==> src/rtl/rst_seq_pkg.sv <==
// ---------------------------------------------------------------------------
// rst_seq_pkg
// Shared definitions for the reset sequencer:
//   - state_t     : FSM state encoding (HOLD=0, REL=1, RUN=2, FAULT=3)
//   - DEF_*       : default values for the sequencer parameters
//   - max3        : maximum of three integers
//   - cnt_width   : width of the cycle counters, wide enough that none of the
//                   terminal counts can ever be reached by wrapping
// ---------------------------------------------------------------------------
package rst_seq_pkg;

    typedef enum logic [1:0] {
        HOLD  = 2'd0,
        REL   = 2'd1,
        RUN   = 2'd2,
        FAULT = 2'd3
    } state_t;

    localparam int DEF_N_DOM  = 3;
    localparam int DEF_T_HOLD = 3000;
    localparam int DEF_T_GAP  = 100;
    localparam int DEF_T_WDT  = 16000;

    function automatic int max3(input int a, input int b, input int c);
        int m;
        m = a;
        if (b > m) m = b;
        if (c > m) m = c;
        return m;
    endfunction

    // One spare bit above what the largest terminal count needs.
    function automatic int cnt_width(input int t_hold, input int t_gap, input int t_wdt);
        return $clog2(max3(t_hold, t_gap, t_wdt)) + 1;
    endfunction

endpackage

==> src/rtl/rst_seq_if.sv <==
// ---------------------------------------------------------------------------
// rst_seq_if
// Bundle of the sequencer's functional signals.
//   mr_n      : manual reset request, active-low, asynchronous
//   sence     : supply-good sense, 1 = good, asynchronous
//   wdi       : watchdog kick, rising edge counts, asynchronous
//   wdt_en    : watchdog enable, quasi-static, clk-synchronous
//   rst_out_n : per-domain reset, active-low
//   ready     : high only while all domains run
//   wdo_n     : one-cycle active-low watchdog fault pulse
// Modports:
//   master : the environment (drives the requests, observes the resets)
//   slave  : the sequencer itself
// ---------------------------------------------------------------------------
interface rst_seq_if
    import rst_seq_pkg::*;
#(
    parameter int N_DOM = DEF_N_DOM
) ();

    logic             mr_n;
    logic             sence;
    logic             wdi;
    logic             wdt_en;
    logic [N_DOM-1:0] rst_out_n;
    logic             ready;
    logic             wdo_n;

    modport master (
        output mr_n,
        output sence,
        output wdi,
        output wdt_en,
        input  rst_out_n,
        input  ready,
        input  wdo_n
    );

    modport slave (
        input  mr_n,
        input  sence,
        input  wdi,
        input  wdt_en,
        output rst_out_n,
        output ready,
        output wdo_n
    );

endinterface

==> src/rtl/rst_seq_sync2.sv <==
// ---------------------------------------------------------------------------
// sync2
// Two-flop synchronizer for a single asynchronous level.
//   clk   : destination clock
//   rst_n : asynchronous active-low reset, clears both flops to 0
//   d     : asynchronous input
//   q     : input resynchronized to clk, two cycles of latency
// ---------------------------------------------------------------------------
module sync2 (
    input  logic clk,
    input  logic rst_n,
    input  logic d,
    output logic q
);

    logic meta_reg;
    logic q_reg;

    always_ff @(posedge clk or negedge rst_n) begin
        if (!rst_n) begin
            meta_reg <= 1'b0;
            q_reg    <= 1'b0;
        end else begin
            meta_reg <= d;
            q_reg    <= meta_reg;
        end
    end

    assign q = q_reg;

endmodule

==> src/rtl/rst_seq.sv <==
// ---------------------------------------------------------------------------
// rst_seq
// Supply / manual-reset supervisor with staggered release of N_DOM reset
// domains and a watchdog.
//   clk   : single clock, rising edge
//   rst_n : asynchronous active-low reset of the sequencer itself
//   bus   : rst_seq_if.slave
//             mr_n, sence, wdi (async inputs, resynchronized here), wdt_en,
//             rst_out_n[N_DOM-1:0], ready, wdo_n (all registered)
// Flow: HOLD waits for T_HOLD stable-good cycles, REL releases one domain
// every T_GAP cycles, RUN supervises the watchdog, FAULT pulses wdo_n and
// drops every domain before returning to HOLD. Losing "good" in any state
// forces HOLD and drops every domain on the edge that observes it.
// ---------------------------------------------------------------------------
module rst_seq
    import rst_seq_pkg::*;
#(
    parameter int N_DOM  = DEF_N_DOM,
    parameter int T_HOLD = DEF_T_HOLD,
    parameter int T_GAP  = DEF_T_GAP,
    parameter int T_WDT  = DEF_T_WDT
) (
    input  logic     clk,
    input  logic     rst_n,
    rst_seq_if.slave bus
);

    localparam int CNT_W = cnt_width(T_HOLD, T_GAP, T_WDT);
    localparam int IDX_W = (N_DOM > 1) ? $clog2(N_DOM) : 1;

    localparam logic [CNT_W-1:0] HOLD_LAST = CNT_W'(T_HOLD - 1);
    localparam logic [CNT_W-1:0] GAP_LAST  = CNT_W'(T_GAP - 1);
    localparam logic [CNT_W-1:0] WDT_LAST  = CNT_W'(T_WDT - 1);
    localparam logic [IDX_W-1:0] IDX_LAST  = IDX_W'(N_DOM - 1);

    // ------------------------------------------------------------------
    // Input synchronization: bit 0 = mr_n, bit 1 = sence, bit 2 = wdi
    // ------------------------------------------------------------------
    logic [2:0] async_in;
    logic [2:0] sync_out;

    assign async_in = {bus.wdi, bus.sence, bus.mr_n};

    for (genvar gi = 0; gi < 3; gi++) begin : g_sync
        sync2 u_sync2 (
            .clk   (clk),
            .rst_n (rst_n),
            .d     (async_in[gi]),
            .q     (sync_out[gi])
        );
    end

    logic mr_s;
    logic sence_s;
    logic wdi_s;
    logic good;
    logic wdi_rise;

    assign mr_s    = sync_out[0];
    assign sence_s = sync_out[1];
    assign wdi_s   = sync_out[2];
    assign good    = mr_s & sence_s;

    // ------------------------------------------------------------------
    // State and registered outputs
    // ------------------------------------------------------------------
    state_t           state_reg,   state_next;
    logic [CNT_W-1:0] cnt_reg,     cnt_next;
    logic [CNT_W-1:0] wdt_reg,     wdt_next;
    logic [IDX_W-1:0] idx_reg,     idx_next;
    logic [N_DOM-1:0] rst_out_reg, rst_out_next;
    logic             ready_reg,   ready_next;
    logic             wdo_n_reg,   wdo_n_next;
    logic             wdi_d_reg;

    assign wdi_rise = wdi_s & ~wdi_d_reg;

    // Domain currently being released, as a one-hot mask.
    logic [N_DOM-1:0] idx_onehot;

    for (genvar gi = 0; gi < N_DOM; gi++) begin : g_onehot
        assign idx_onehot[gi] = (idx_reg == IDX_W'(gi));
    end

    always_ff @(posedge clk or negedge rst_n) begin
        if (!rst_n) begin
            state_reg   <= HOLD;
            cnt_reg     <= '0;
            wdt_reg     <= '0;
            idx_reg     <= '0;
            rst_out_reg <= '0;
            ready_reg   <= 1'b0;
            wdo_n_reg   <= 1'b1;
            wdi_d_reg   <= 1'b0;
        end else begin
            state_reg   <= state_next;
            cnt_reg     <= cnt_next;
            wdt_reg     <= wdt_next;
            idx_reg     <= idx_next;
            rst_out_reg <= rst_out_next;
            ready_reg   <= ready_next;
            wdo_n_reg   <= wdo_n_next;
            wdi_d_reg   <= wdi_s;
        end
    end

    // ------------------------------------------------------------------
    // Next-state logic
    // ------------------------------------------------------------------
    always_comb begin
        state_next = state_reg;
        cnt_next   = cnt_reg;
        idx_next   = idx_reg;
        wdt_next   = '0;

        case (state_reg)
            HOLD: begin
                if (cnt_reg == HOLD_LAST) begin
                    state_next = REL;
                    cnt_next   = '0;
                    idx_next   = '0;
                end else begin
                    cnt_next = cnt_reg + CNT_W'(1);
                end
            end

            REL: begin
                // The last domain is released on the edge that leaves REL.
                if (idx_reg == IDX_LAST) begin
                    state_next = RUN;
                    cnt_next   = '0;
                end else if (cnt_reg == GAP_LAST) begin
                    idx_next = idx_reg + IDX_W'(1);
                    cnt_next = '0;
                end else begin
                    cnt_next = cnt_reg + CNT_W'(1);
                end
            end

            RUN: begin
                // A kick landing on the terminal count still clears it.
                if (!bus.wdt_en || wdi_rise) begin
                    wdt_next = '0;
                end else if (wdt_reg == WDT_LAST) begin
                    state_next = FAULT;
                end else begin
                    wdt_next = wdt_reg + CNT_W'(1);
                end
            end

            FAULT: begin
                state_next = HOLD;
                cnt_next   = '0;
            end

            default: begin
                state_next = HOLD;
                cnt_next   = '0;
                idx_next   = '0;
            end
        endcase

        // Loss of supply or a manual reset overrides everything, including
        // a watchdog terminal count on the same cycle.
        if (!good) begin
            state_next = HOLD;
            cnt_next   = '0;
            idx_next   = '0;
            wdt_next   = '0;
        end
    end

    // ------------------------------------------------------------------
    // Output logic
    // Release is driven from the current state, so a domain comes out of
    // reset one edge after the counter that schedules it. Asserting reset
    // is driven from the next state, so it happens on the very edge that
    // decides to leave REL/RUN.
    // ------------------------------------------------------------------
    always_comb begin
        rst_out_next = '0;
        ready_next   = 1'b0;
        wdo_n_next   = 1'b1;

        case (state_reg)
            REL:     rst_out_next = rst_out_reg | idx_onehot;
            RUN:     rst_out_next = '1;
            default: rst_out_next = '0;
        endcase

        if (state_next == HOLD || state_next == FAULT) begin
            rst_out_next = '0;
        end

        ready_next = (state_reg == RUN) && (state_next == RUN);
        wdo_n_next = (state_next != FAULT);
    end

    assign bus.rst_out_n = rst_out_reg;
    assign bus.ready     = ready_reg;
    assign bus.wdo_n     = wdo_n_reg;

endmodule

==> src/flat_wrapper.sv <==
// flat-port wrapper written by rule: the top's interface ports become plain ports
module rst_seq_flat import rst_seq_pkg::*;
#(
    parameter int N_DOM  = DEF_N_DOM,
    parameter int T_HOLD = DEF_T_HOLD,
    parameter int T_GAP  = DEF_T_GAP,
    parameter int T_WDT  = DEF_T_WDT
)
  (clk, rst_n, bus_mr_n, bus_sence, bus_wdi, bus_wdt_en, bus_rst_out_n, bus_ready, bus_wdo_n);
  rst_seq_if #(.N_DOM(N_DOM)) bus_i ();
  input  logic clk;
  input  logic rst_n;
  input wire logic [$bits(bus_i.mr_n)-1:0] bus_mr_n;
  input wire logic [$bits(bus_i.sence)-1:0] bus_sence;
  input wire logic [$bits(bus_i.wdi)-1:0] bus_wdi;
  input wire logic [$bits(bus_i.wdt_en)-1:0] bus_wdt_en;
  output wire logic [$bits(bus_i.rst_out_n)-1:0] bus_rst_out_n;
  output wire logic [$bits(bus_i.ready)-1:0] bus_ready;
  output wire logic [$bits(bus_i.wdo_n)-1:0] bus_wdo_n;
  assign bus_i.mr_n = bus_mr_n;
  assign bus_i.sence = bus_sence;
  assign bus_i.wdi = bus_wdi;
  assign bus_i.wdt_en = bus_wdt_en;
  assign bus_rst_out_n = bus_i.rst_out_n;
  assign bus_ready = bus_i.ready;
  assign bus_wdo_n = bus_i.wdo_n;
  rst_seq #(.N_DOM(N_DOM), .T_HOLD(T_HOLD), .T_GAP(T_GAP), .T_WDT(T_WDT)) u_core (.clk(clk), .rst_n(rst_n), .bus(bus_i));
endmodule
==> config.mk <==
export PLATFORM = sky130hd
export DESIGN_NAME = rst_seq_flat
export DESIGN_NICKNAME = d
export VERILOG_FILES = /design/src/rtl/rst_seq_pkg.sv /design/src/rtl/rst_seq_if.sv /design/src/rtl/rst_seq_sync2.sv /design/src/rtl/rst_seq.sv /design/src/flat_wrapper.sv
export SDC_FILE = /design/constraint.sdc
export NUM_CORES = 1
export LEC_CHECK = 0
export CORE_MARGIN = 2
export CORE_UTILIZATION = 60
export DETAILED_ROUTE_END_ITERATION = 8
export HOLD_SLACK_MARGIN = 0.08
export PLACE_DENSITY = 0.88
export SYNTH_ARGS = -nofsm -noshare
export SYNTH_HDL_FRONTEND = slang
export SYNTH_HIERARCHICAL = 1
export SYNTH_SLANG_ARGS = --single-unit
export TNS_END_PERCENT = 30
==> constraint.sdc <==
create_clock -name clk -period 3 [get_ports clk]
set_clock_uncertainty 0.2 [all_clocks]
set_input_delay 0.6 -clock clk [delete_from_list [all_inputs] [get_ports clk]]
set_output_delay 0.6 -clock clk [all_outputs]
set_load 0.01 [all_outputs]
Word-level counts from Yosys, hierarchy flattened

Index checks and enable logic that the tools add are counted.

Memories kept: 0
Bits in latches: 0
Word-level logic and storage cells: 67
ROM bits: 0
Output and inout port bits: 5
Memory bits (writable): 0
Register bits: 46
Bits of input ports: 6

Reduce and logical (&&, ||, !) cells: 8
Add/subtract/negate cells: 3
Eq/ne operators: 16
Multipliers: 0
$lt $le $gt $ge: 0
Bitwise gates (word level): 4
Div/mod/pow operators: 0
Muxes and demuxes: 22
Shift operators: 0

Operators with widths:

| operator              | number |
|---|---|
| $mux 15               | 8 |
| $pmux 15 s3           | 1 |
| $add 15x1->15 const B | 2 |
| $mux 2                | 9 |
| $eq 15x12->1 const B  | 1 |
| $eq 15x14->1 const B  | 1 |
| $eq 15x7->1 const B   | 1 |
| $ne 3x3->1 const B    | 4 |
| $eq 2x2->1 const B    | 5 |
| $pmux 2 s4            | 1 |
| $logic_not 2->1       | 3 |
| $pmux 3 s2            | 1 |
| $eq 2x1->1 const B    | 2 |
| $ne 4x4->1 const B    | 1 |
| $pmux 2 s2            | 1 |
| $reduce_and 4->1      | 1 |
| $mux 3                | 1 |
| $or 3x3->3            | 1 |
| $add 2x1->2 const B   | 1 |
| $and 1x1->1           | 2 |
| $logic_or 1x1->1      | 2 |
| $ne 2x2->1 const B    | 1 |
| $logic_and 1x1->1     | 1 |
| $logic_not 1->1       | 1 |
| $not 1->1             | 1 |

Depth between registers and ports, before layout

Word-level depth: 9
Gate-level depth with buffers: 11
Gate-level depth less buffers: 10

Cells and area by module

The synthesis kept the hierarchy.

Modules (own cells, without submodules):

| module  | times used | cells an instance | sequential area each (um^2) | area each (um^2) |
|---|---|---|---|---|
| rst_seq | 1          | 233               | 1,002.2                     | 2,258.4 |
| sync2   | 3          | 2                 | 50.0                        | 50.0 |

Worst setup path before layout

OpenSTA, ideal clock, no wires.

Path kind: flip-flop to flip-flop
From: reg u_core.cnt_reg[0]
To: reg u_core.cnt_reg[2]
Path buffers: 1
Period minus slack after synthesis: 2.665 ns
Library setup time: 0.121 ns
Arrival time: 2.344 ns
Slack: 0.335 ns
Data required time: 2.679 ns
Cell stages (with the launch flop): 8
Cell sequence: dfrtp_1 > ha_1 > or4b_4 > or4_1 > buf_2 > a32oi_2 > nor2_2 > a22o_1

Cells in the longest elaborated chain, start to end: 5
Elaborated cells on any way between the ends: 8
Classes of those cells: add/sub: 1; eq/ne: 2; mux: 5

RTL lines:

| element                                      | RTL line                                       | text |
|---|---|---|
| from (decl)                                  | rst_seq.sv:68                                  | `logic [CNT_W-1:0] cnt_reg, cnt_next;` |
| from (signal assigned)                       | rst_seq.sv:97                                  | `cnt_reg <= cnt_next;` |
| $add 15x1->15 or $eq 15x7->1 (tied branches) | rst_seq.sv:123, rst_seq.sv:136, rst_seq.sv:132 |  |
| $mux 15                                      | rst_seq.sv:132                                 | `end else if (cnt_reg == GAP_LAST) begin` |
| $mux 15                                      | rst_seq.sv:129                                 | `if (idx_reg == IDX_LAST) begin` |
| $pmux 15 s3 *                                | rst_seq.sv:116                                 | `case (state_reg)` |
| $mux 15 *                                    | rst_seq.sv:165                                 | `if (!good) begin` |

Every way passes the cells marked *; elsewhere a longest branch is shown, timed or not.
A chain may end at the register's enable or synchronous reset.

Worst setup path after layout

From: reg u_core.cnt_reg[0]
To: reg u_core.cnt_reg[11]

The elaborated chain is that of the path after synthesis.

==> flow_metrics.tcl <==
set metrics [dict create \
    startpoint_type "flop" \
    drc 0 \
    syn_area_per_cell_sq_um 10.1 \
    worst-endpoint-arrival_ps 2870 \
    synth_fp_nets 257 \
    clk_pin_slew_ps 80 \
    grt_pass1_wl_mm 7.75 \
    register_area_sq_um 1150 \
    vias_per_cell 6.09 \
    dp_hpwl_mm 3.22 \
    cts_resized 0 \
    floorplan.io_pins 11 \
    initial_core_util_pct 61.1 \
    finalSetupViolCount 0 \
    maxSlewHeadroom_pct 36.0 \
    num_antenna_cells 0 \
    path_buf_inv 0 \
    vias 1851 \
    top_layer "met4" \
    ys.flop_type "dfrtp_1" \
    fin_nets 271 \
    synth_compound_area_share_pct 12.9 \
    finalHoldViolCount 0 \
    total_power_uw 1110 \
    min_period_ps 2880 \
    synth.yosys.seq_area_share_pct 47.8 \
    yosys.area_share.adder_pct 6.23 \
    drtAntennaViolNets 0 \
    multi_input_area_sq_um 1160 \
    synth_edf_count 0 \
    coreArea_sq_um 3940 \
    port_buffers 10 \
    ctsHtreeMaxLevel 2 \
    synthMuxAreaShare_pct 0 \
    grt_pass1_vias 1735 \
    period_share_pct 96.0 \
    drive_gt1_share_pct 8.66 \
    fillCellCount 295 \
    grtUsageTotal_pct 22.8 \
    cp_max_fo 7 \
    cts_buffer_depth 2 \
    slew_violations 0 \
    grt_setup_unrepaired "false" \
    m1WireLength_mm 2.13 \
    end_kind "flop" \
    synth_cell_types 50 \
    path_cells "ha_1 > or4b_4 > or4_1 > a32oi_4 > o21ai_0 > a22o_1" \
    grt_max_degree 47 \
    fp.dieW_microns 67.4 \
    cts-buffers-inserted 5 \
    die-area_sq_um 4540 \
    max_slew.worst_pin.slew_ps 959 \
    synthToLayoutAreaGrowth_pct 10.8 \
    status "complete, no violations" \
    ys_seq_elements 46 \
    tritoncts "done" \
    leakage_uw 0.00110 \
    path_class "flop to flop" \
    cts_setup_buffers 0 \
    yosysTopAreaCellShare_pct 46.8 \
    setup-tns-final_ps 0 \
    cts_hold_buffers 0 \
    drtIter0Drc 198 \
    synthTopCellsByArea "dfrtp_1 (47%), ha_1 (6.2%), nor2_1 (4.1%)" \
    antenna_found_initial 0 \
    yosys.area.top_type "dfrtp_1" \
    worstPathRequired_ps 2990 \
    synthCells 239 \
    wl_met3_microns 183 \
    firstDrtPassIters 4 \
    powerDensity_nw_per_um2 415 \
    die_y_microns 67.4 \
    cts_root_buf "clkbuf_8" \
    ir_drop_mv 0.512 \
    gp_congestion 0.920 \
    overflow 0 \
    clock.fmax_mhz 347 \
    cap_violations 0 \
    synth-async-reset-ratio_pct 100 \
    met2_length_mm 2.28 \
    placementRows 23 \
    hold_path.class "flop to flop" \
    critPathMaxStageDelay_ps 670 \
    wl_per_cell_microns 15.3 \
    ys_warn_count 6 \
    yosys.area_share.simple_pct 22.4 \
    synthXorXnorAreaFrac_pct 6.18 \
    crit_family "simple AND/OR/NAND/NOR gates" \
    drt_wl_total_mm 4.65 \
    synth_top_family_by_area "simple AND/OR/NAND/NOR gates" \
    synth.cell_area_sq_um 2410 \
    cts.sinks 46 \
    clock_latency_ps 300 \
    slowest_stage "or4_1" \
]
## synth_stat cells (2+ instances only)
library cell	instances
a21oi_1	7
a22o_1	4
and2_1	2
and3_1	4
and4_1	2
buf_2	2
buf_6	3
clkbuf_1	2
dfrtp_1	45
ha_1	12
inv_1	11
nand2_1	16
nand3_1	11
nand4_1	12
nor2_1	26
nor2b_1	3
nor3_1	8
nor4_1	2
o211ai_1	3
o21a_1	2
o21ai_0	10
o21ai_1	2
o2bb2ai_1	2
o311ai_1	2
or4_1	5
or4bb_1	2
xnor2_1	9
xor2_1	8
## final cells by class
type                    instances  area share (%)
repair buffers                 16            5.25
clock inverters                 2            1.41
clock buffers                   6            2.72
inverters                      11            1.55
well taps                      50            2.34
multi-input cells             173            43.6
flip-flops and latches         46            43.2
## worst register-to-register path, delay by kind of cell, from the launching register on
kind | cells | cell delay, ps
compound gates | 3 | 790
simple gates | 2 | 1150
flops | 1 | 420
fa+ha+maj | 1 | 210
## path summary, 6_finish.rpt
kind,startpoint,to,slack (ps),cells after the start
max in group asynchronous,rst_n,u_core/wdi_d_reg,1750,1
min in group asynchronous,rst_n,u_core/wdt_reg[13],250,1
worst min register to register,u_core/g_sync[0].u_sync2/meta_reg,u_core/g_sync[0].u_sync2/q,160,0
worst max-delay path,u_core/cnt_reg[0],u_core/cnt_reg[11],120,6
worst max register to register,u_core/cnt_reg[0],u_core/cnt_reg[11],120,6
worst min-delay path,u_core/g_sync[0].u_sync2/meta_reg,u_core/g_sync[0].u_sync2/q,160,0
## cells in the final DEF, fill, tap and decap left out, types with 3 or more instances in the layout
| master | count |
|---|---|
| and3_1 | 4 |
| o21ai_0 | 10 |
| ha_1 | 12 |
| a21oi_1 | 7 |
| nand4_1 | 12 |
| xnor2_1 | 9 |
| clkbuf_8 | 5 |
| or4_1 | 5 |
| xor2_1 | 8 |
| o211ai_1 | 3 |
| nor2b_1 | 3 |
| a22o_1 | 4 |
| nor3_1 | 8 |
| nand2_1 | 16 |
| nand3_1 | 11 |
| clkdlybuf4s50_1 | 9 |
| buf_4 | 6 |
| dfrtp_1 | 45 |
| nor2_1 | 26 |
| inv_1 | 11 |
## where the power goes
group | switching (uW) | total, uW | leakage [uW] | internal, uW
Sequential | 3.14 | 629 | 0.000622 | 626
Clock | 197 | 445 | 0.0000514 | 248
Combinational | 23.0 | 33.2 | 0.000427 | 10.2
## cells by family after synthesis
kind of cell | count (synthesis)
flops | 46
buf+inv | 20
fa+ha+maj | 12
compound gates | 43
simple gates | 101
xor+xnor | 17
## routing by layer
| metal | up-vias | global-route usage [%] |
|---|---|---|
| met3 | 5 | 3.83 |
| met1 | 918 | 31.9 |
| met5 | - | 0 |
| met2 | 47 | 35.0 |
| met4 | 0 | 9.95 |
| li1 | 881 | - |
## metrics by stage
step	setup WS, ps	hold WS, ps	utilization [%]	cell area (sq um)	std cells
after floorplan	335	104	-	2410	239
after global placement	204	134	64.6	2550	296
after detailed placement	127	138	64.6	2550	296
after CTS	97.0	160	67.4	2660	304
after global routing	16.6	166	67.7	2670	304
final	120	156	67.7	2670	304
Note: power is estimated with default switching activity, not from simulation.
